`src/rtl/itype_ctrl_fsm.sv`:
```
// rtl/itype_ctrl_fsm.sv - multi-cycle control sequencer for the I-type datapath
//
// Sequences fetch, decode, execute (immediate operand), optional data load and
// writeback. Illegal encodings and memory-handshake timeouts enter a sticky trap
// that only reset clears.
//
// Ports:
//   clk, rst_n            clock (rising edge), asynchronous active-low reset
//   run                   enable, sampled in IDLE and WRITEBACK
//   instr                 IR contents, stable from DECODE onward
//   imem_req / imem_ack   instruction fetch handshake (ack = data valid)
//   ir_we                 IR load strobe (FETCH & imem_ack)
//   dmem_req / dmem_ack   data load handshake
//   alu_ctrl, alu_src_imm ALU operation select, operand B = immediate
//   reg_we, wb_sel        register write enable, writeback source
//   pc_we, pc_sel_jalr    PC update strobe, PC source (JALR target vs PC+4)
//   trap, trap_cause      sticky trap flag and its cause
//   retire_cnt            retired-instruction count (wraps)

module itype_ctrl_fsm #(
    parameter int TIMEOUT = 16,
    parameter int RCNT_W  = 32
) (
    input  logic              clk,
    input  logic              rst_n,
    input  logic              run,
    input  logic [31:0]       instr,
    output logic              imem_req,
    input  logic              imem_ack,
    output logic              ir_we,
    output logic              dmem_req,
    input  logic              dmem_ack,
    output logic [3:0]        alu_ctrl,
    output logic              alu_src_imm,
    output logic              reg_we,
    output logic [1:0]        wb_sel,
    output logic              pc_we,
    output logic              pc_sel_jalr,
    output logic              trap,
    output logic [1:0]        trap_cause,
    output logic [RCNT_W-1:0] retire_cnt
);

    localparam int CW = $clog2(TIMEOUT + 1);

    localparam logic [2:0] S_IDLE      = 3'd0;
    localparam logic [2:0] S_FETCH     = 3'd1;
    localparam logic [2:0] S_DECODE    = 3'd2;
    localparam logic [2:0] S_EXECUTE   = 3'd3;
    localparam logic [2:0] S_MEMORY    = 3'd4;
    localparam logic [2:0] S_WRITEBACK = 3'd5;
    localparam logic [2:0] S_TRAP      = 3'd6;

    localparam logic [1:0] C_NONE  = 2'd0;
    localparam logic [1:0] C_OPIMM = 2'd1;
    localparam logic [1:0] C_LOAD  = 2'd2;
    localparam logic [1:0] C_JALR  = 2'd3;

    localparam logic [1:0] CAUSE_FETCH   = 2'b01;
    localparam logic [1:0] CAUSE_ILLEGAL = 2'b10;
    localparam logic [1:0] CAUSE_LOAD    = 2'b11;

    logic [2:0]    state, state_nx;
    logic [1:0]    cls, cls_nx;
    logic [1:0]    cause_nx;
    logic [CW-1:0] wait_cnt, wait_nx;
    logic [1:0]    dec_cls;
    logic          wait_last;

    logic [6:0] opcode;
    logic [2:0] funct3;
    logic [6:0] funct7;
    logic [4:0] rd;
    logic [3:0] opimm_alu;

    assign opcode = instr[6:0];
    assign rd     = instr[11:7];
    assign funct3 = instr[14:12];
    assign funct7 = instr[31:25];

    // rs1 and immediate bits feed the datapath directly; nothing to decide here
    logic unused_instr;
    assign unused_instr = ^instr[24:15];

    // instr[30] distinguishes SRAI from SRLI; only meaningful for funct3 101
    assign opimm_alu = {instr[30] & (funct3 == 3'b101), funct3};

    // Last allowed wait cycle: counter starts at 0 on the first FETCH/MEMORY cycle
    assign wait_last = (wait_cnt == CW'(TIMEOUT - 1));

    // Instruction classification; C_NONE means illegal
    always_comb begin
        dec_cls = C_NONE;
        case (opcode)
            7'b0010011: begin
                case (funct3)
                    3'b001:  dec_cls = (funct7 == 7'b0000000) ? C_OPIMM : C_NONE;
                    3'b101:  dec_cls = (funct7 == 7'b0000000 || funct7 == 7'b0100000)
                                       ? C_OPIMM : C_NONE;
                    default: dec_cls = C_OPIMM;
                endcase
            end
            7'b0000011: begin
                case (funct3)
                    3'b000, 3'b001, 3'b010, 3'b100, 3'b101: dec_cls = C_LOAD;
                    default:                                dec_cls = C_NONE;
                endcase
            end
            7'b1100111: dec_cls = (funct3 == 3'b000) ? C_JALR : C_NONE;
            default:    dec_cls = C_NONE;
        endcase
    end

    // Next-state logic. The wait counter defaults to 0 so every entry into
    // FETCH or MEMORY starts a fresh count.
    always_comb begin
        state_nx = state;
        cls_nx   = cls;
        cause_nx = trap_cause;
        wait_nx  = '0;
        case (state)
            S_IDLE: begin
                if (run) state_nx = S_FETCH;
            end
            S_FETCH: begin
                if (imem_ack) begin
                    state_nx = S_DECODE;
                end else if (wait_last) begin
                    state_nx = S_TRAP;
                    cause_nx = CAUSE_FETCH;
                end else begin
                    wait_nx = wait_cnt + CW'(1);
                end
            end
            S_DECODE: begin
                cls_nx = dec_cls;
                if (dec_cls == C_NONE) begin
                    state_nx = S_TRAP;
                    cause_nx = CAUSE_ILLEGAL;
                end else begin
                    state_nx = S_EXECUTE;
                end
            end
            S_EXECUTE: begin
                state_nx = (cls == C_LOAD) ? S_MEMORY : S_WRITEBACK;
            end
            S_MEMORY: begin
                if (dmem_ack) begin
                    state_nx = S_WRITEBACK;
                end else if (wait_last) begin
                    state_nx = S_TRAP;
                    cause_nx = CAUSE_LOAD;
                end else begin
                    wait_nx = wait_cnt + CW'(1);
                end
            end
            S_WRITEBACK: begin
                state_nx = run ? S_FETCH : S_IDLE;
            end
            S_TRAP: begin
                state_nx = S_TRAP;
            end
            default: begin
                state_nx = S_IDLE;
            end
        endcase
    end

    always_ff @(posedge clk or negedge rst_n) begin
        if (!rst_n) begin
            state      <= S_IDLE;
            cls        <= C_NONE;
            wait_cnt   <= '0;
            trap_cause <= 2'b00;
            retire_cnt <= '0;
        end else begin
            state      <= state_nx;
            cls        <= cls_nx;
            wait_cnt   <= wait_nx;
            trap_cause <= cause_nx;
            if (state == S_WRITEBACK) retire_cnt <= retire_cnt + RCNT_W'(1);
        end
    end

    // Outputs decode from state and the latched class; ir_we is the only Mealy term
    always_comb begin
        imem_req    = 1'b0;
        ir_we       = 1'b0;
        dmem_req    = 1'b0;
        alu_ctrl    = 4'b0000;
        alu_src_imm = 1'b0;
        reg_we      = 1'b0;
        wb_sel      = 2'b00;
        pc_we       = 1'b0;
        pc_sel_jalr = 1'b0;
        trap        = 1'b0;
        case (state)
            S_FETCH: begin
                imem_req = 1'b1;
                ir_we    = imem_ack;
            end
            S_EXECUTE: begin
                alu_src_imm = 1'b1;
                alu_ctrl    = (cls == C_OPIMM) ? opimm_alu : 4'b0000;
            end
            S_MEMORY: begin
                dmem_req    = 1'b1;
                alu_src_imm = 1'b1;
            end
            S_WRITEBACK: begin
                alu_src_imm = 1'b1;
                alu_ctrl    = (cls == C_OPIMM) ? opimm_alu : 4'b0000;
                pc_we       = 1'b1;
                reg_we      = (rd != 5'd0);
                pc_sel_jalr = (cls == C_JALR);
                case (cls)
                    C_LOAD:  wb_sel = 2'b01;
                    C_JALR:  wb_sel = 2'b10;
                    default: wb_sel = 2'b00;
                endcase
            end
            S_TRAP: begin
                trap = 1'b1;
            end
            default: ;
        endcase
    end

endmodule

```
`config.mk`:
```
export PLATFORM = sky130hd
export DESIGN_NAME = itype_ctrl_fsm
export DESIGN_NICKNAME = d
export VERILOG_FILES = /design/src/rtl/itype_ctrl_fsm.sv
export SDC_FILE = /design/constraint.sdc
export NUM_CORES = 1
export LEC_CHECK = 0
export BUFFER_PORTS_ARGS = -buffer_cell sky130_fd_sc_hd__buf_2
export CORE_MARGIN = 2
export CORE_UTILIZATION = 45
export DETAILED_ROUTE_END_ITERATION = 16
export PLACE_DENSITY = 0.74
export SYNTH_ARGS = -nofsm -noshare
export SYNTH_HDL_FRONTEND = slang
export SYNTH_SLANG_ARGS = --single-unit
```
`constraint.sdc`:
```
create_clock -name clk -period 4.4 [get_ports clk]
set_input_delay 0.44 -clock clk [delete_from_list [all_inputs] [get_ports clk]]
set_output_delay 0.44 -clock clk [all_outputs]
set_load 0.05 [all_outputs]
```
==> results.py <==
metrics = {
    "outcome": {
        "outcome": "finished, final reports clean",
    },
    "placement": {
        "numPortBuffers": 74,
        "postPlaceCellArea_um2": 2730,
        "hpwlAfterDp_um": 3480,
        "finalWeightedCongestion": 0.819,
    },
    "grt": {
        "globalRouteOverflowTotal": 0,
        "grtUsageTotal": 0.182,
        "grt_max_degree": 45,
        "grt_antenna_before_repair": 0,
        "grt_pass1_wl_um": 8070,
        "grt_pass1_vias": 1821,
    },
    "clock_network": {
        "clock_latency_ns": 0.30,
        "cts_max_level": 2,
        "cts_tree": "done",
        "cts_hold_buf": 0,
        "cts_made_buffers": 5,
        "postCtsResizedCells": 0,
        "cts.sinks": 44,
        "path_clk_slew_ns": 0.09,
        "clockBufferDepth": 2,
        "post_cts_buffers": 0,
        "root_buffer": "clkbuf_8",
    },
    "floorplanning": {
        "fp.dieArea_um2": 5760,
        "die_width_um": 75.9,
        "fp.dieH_um": 75.9,
        "initial_utilization": 0.461,
        "rows": 26,
        "core_area_um2": 5040,
        "pin_count": 85,
    },
    "route": {
        "routed_wirelength_um": 4770,
        "wl_per_cell_um": 12.9,
        "drt_pre_antenna_iters": 4,
        "drtIter0Drc": 120,
        "ant_nets": 0,
        "drc": 0,
        "vias": 1924,
        "vias_per_cell": 5.21,
    },
    "setup_path": {
        "path_cells": "xnor2_1, nor4_2, and4b_1, buf_2",
        "reg2reg_depth": 4,
        "cp.arrival_ns": 1.89,
        "worstPathMaxFanout": 14,
        "cpMaxStageDelayCell": "dfrtp_1",
        "crit_type": "reg -> out",
        "required_ns": 3.96,
        "crit_buf_inv": 1,
        "cp.depth": 4,
        "max_stage_delay_ns": 0.64,
        "cp-end-kind": "output port",
        "cp_top_family": "flip-flops",
        "cp-start-kind": "flop",
        "ff2ff_setup_slack_ns": 2.28,
    },
    "synthesis": {
        "synth-edff-count": 0,
        "synthTopCellsByCount": "dfrtp_1, xnor2_1, nand4_1, nor2_1, nand2_1",
        "synth_area_per_cell_um2": 10.3,
        "async_flop_share": 1.00,
        "synth_top_area_frac": 0.474,
        "seq_area_frac_synth": 0.474,
        "syn_inst": 226,
        "syn_area_um2": 2320,
        "syn_nets": 265,
        "synth_cell_types": 46,
        "synth_area_leaders": "dfrtp_1, xnor2_1, nand4_1",
        "yosys_warnings": 0,
        "synth-main-ff-cell": "dfrtp_1",
        "post-synth-top-count-cell": "dfrtp_1",
        "synth_area_leader_cell": "dfrtp_1",
        "synth-seq-cells": 44,
    },
    "cells_and_area": {
        "drive_above_1_share": 0.298,
        "antenna_cells": 0,
        "final_area_um2": 2840,
        "nets": 337,
        "seq_area_um2": 1100,
        "multi_input_area_um2": 1150,
        "fill_cells": 460,
        "final_core_util": 0.563,
        "area_growth_syn_to_layout_pct": 22.0,
    },
    "sta": {
        "skew_ns": 0.00858,
        "maxSlewHeadroom": 0.373,
        "hold_slack_ns": 0.276,
        "rsz0062_at_grt": "false",
        "max_freq_ghz": 0.430,
        "worst_pin_slew_ns": 0.941,
        "setup_tns_ns": 0,
        "setup_violations": 0,
        "report.final.hold_viol_count": 0,
        "finalCritPeriodShare": 0.528,
        "final_max_slew_viol_count": 0,
        "period_needed_ns": 2.33,
    },
    "power_and_ir_drop": {
        "vdd_drop_max_mv": 0.376,
        "p_leak_nw": 1.41,
        "power.density_nw_per_um2": 465,
    },
    "job": {
        "cap_violations": 0,
    },
    "worst_hold_path": {
        "hp-class": "in -> async",
    },
}
==> worst register-to-register path, cell delays in order (launching register included) <==
cell and delay (ns):
dfrtp_1 0.56, nand3b_4 0.31, nor2_1 0.69, nand4_1 0.23, xnor2_1 0.24
==> cells by family (layout without fill, tap and decap cells) <==
group / after synthesis / count (layout) / synth area share
multiplexers: 2 / 2 / 0.00915
flip-flops: 44 / 44 / 0.474
AND/OR/NAND/NOR: 111 / 111 / 0.293
AO/OA/AOI/OAI: 19 / 19 / 0.0528
XOR/XNOR: 34 / 34 / 0.128
buffers and inverters: 14 / 87 / 0.0328
adder cells (fa/ha/maj): 2 / 2 / 0.0108
==> final timing paths <==
kind / startpoint / endpoint
worst max-delay path: state[2] / alu_ctrl[3]
max in group asynchronous: rst_n / trap_cause[0]
worst min-delay path: rst_n / retire_cnt[25]
min in group clk: imem_ack / state[1]
worst max register to register: state[1] / retire_cnt[19]
worst min register to register: retire_cnt[31] / retire_cnt[31]
==> cell type report <==
type | instances | share of cell area
Tap cell | 70 | 0.0309
Timing Repair Buffer | 74 | 0.131
Sequential cell | 44 | 0.388
Clock inverter | 3 | 0.0150
Clock buffer | 5 | 0.0243
Inverter | 5 | 0.00662
Multi-Input combinational cell | 168 | 0.404
==> where the power goes <==
part | internal [mW] | switching [mW]
Sequential | 0.453 | 0.0991
Combinational | 0.146 | 0.315
Clock | 0.168 | 0.137
Total | 0.767 | 0.552
==> sequential cells by signal, indices dropped and copies added (netlist names) <==
register    cells
cls             2
state           3
retire_cnt     32
trap_cause      2
wait_cnt        5
==> routing by layer <==
metal	wire [um]	global-route usage
met2	2380	0.310
met1	2070	0.223
met3	269	0.0397
met5	0	0
met4	50	0.0760
==> cells in the final DEF (no fill, tap or decap), types with 6 or more instances in the layout <==
master / count
and2_1: 10
buf_2: 74
dfrtp_1: 44
nand2_1: 15
nand3_1: 9
nand4_1: 19
nor2_1: 16
nor3_1: 6
xnor2_1: 29
==> metrics by stage <==
stage / std cells / worst slack, ns / power (mW)
floorplan: 226 / 1.47 / 0.920
CTS: 369 / 2.06 / 1.33
global placement: 361 / 2.33 / 1.01
finish: 369 / 2.07 / 1.32
detailed placement: 361 / 2.28 / 1.02
global route: 369 / 1.90 / 1.40
Power figures use the tool's default switching activity.
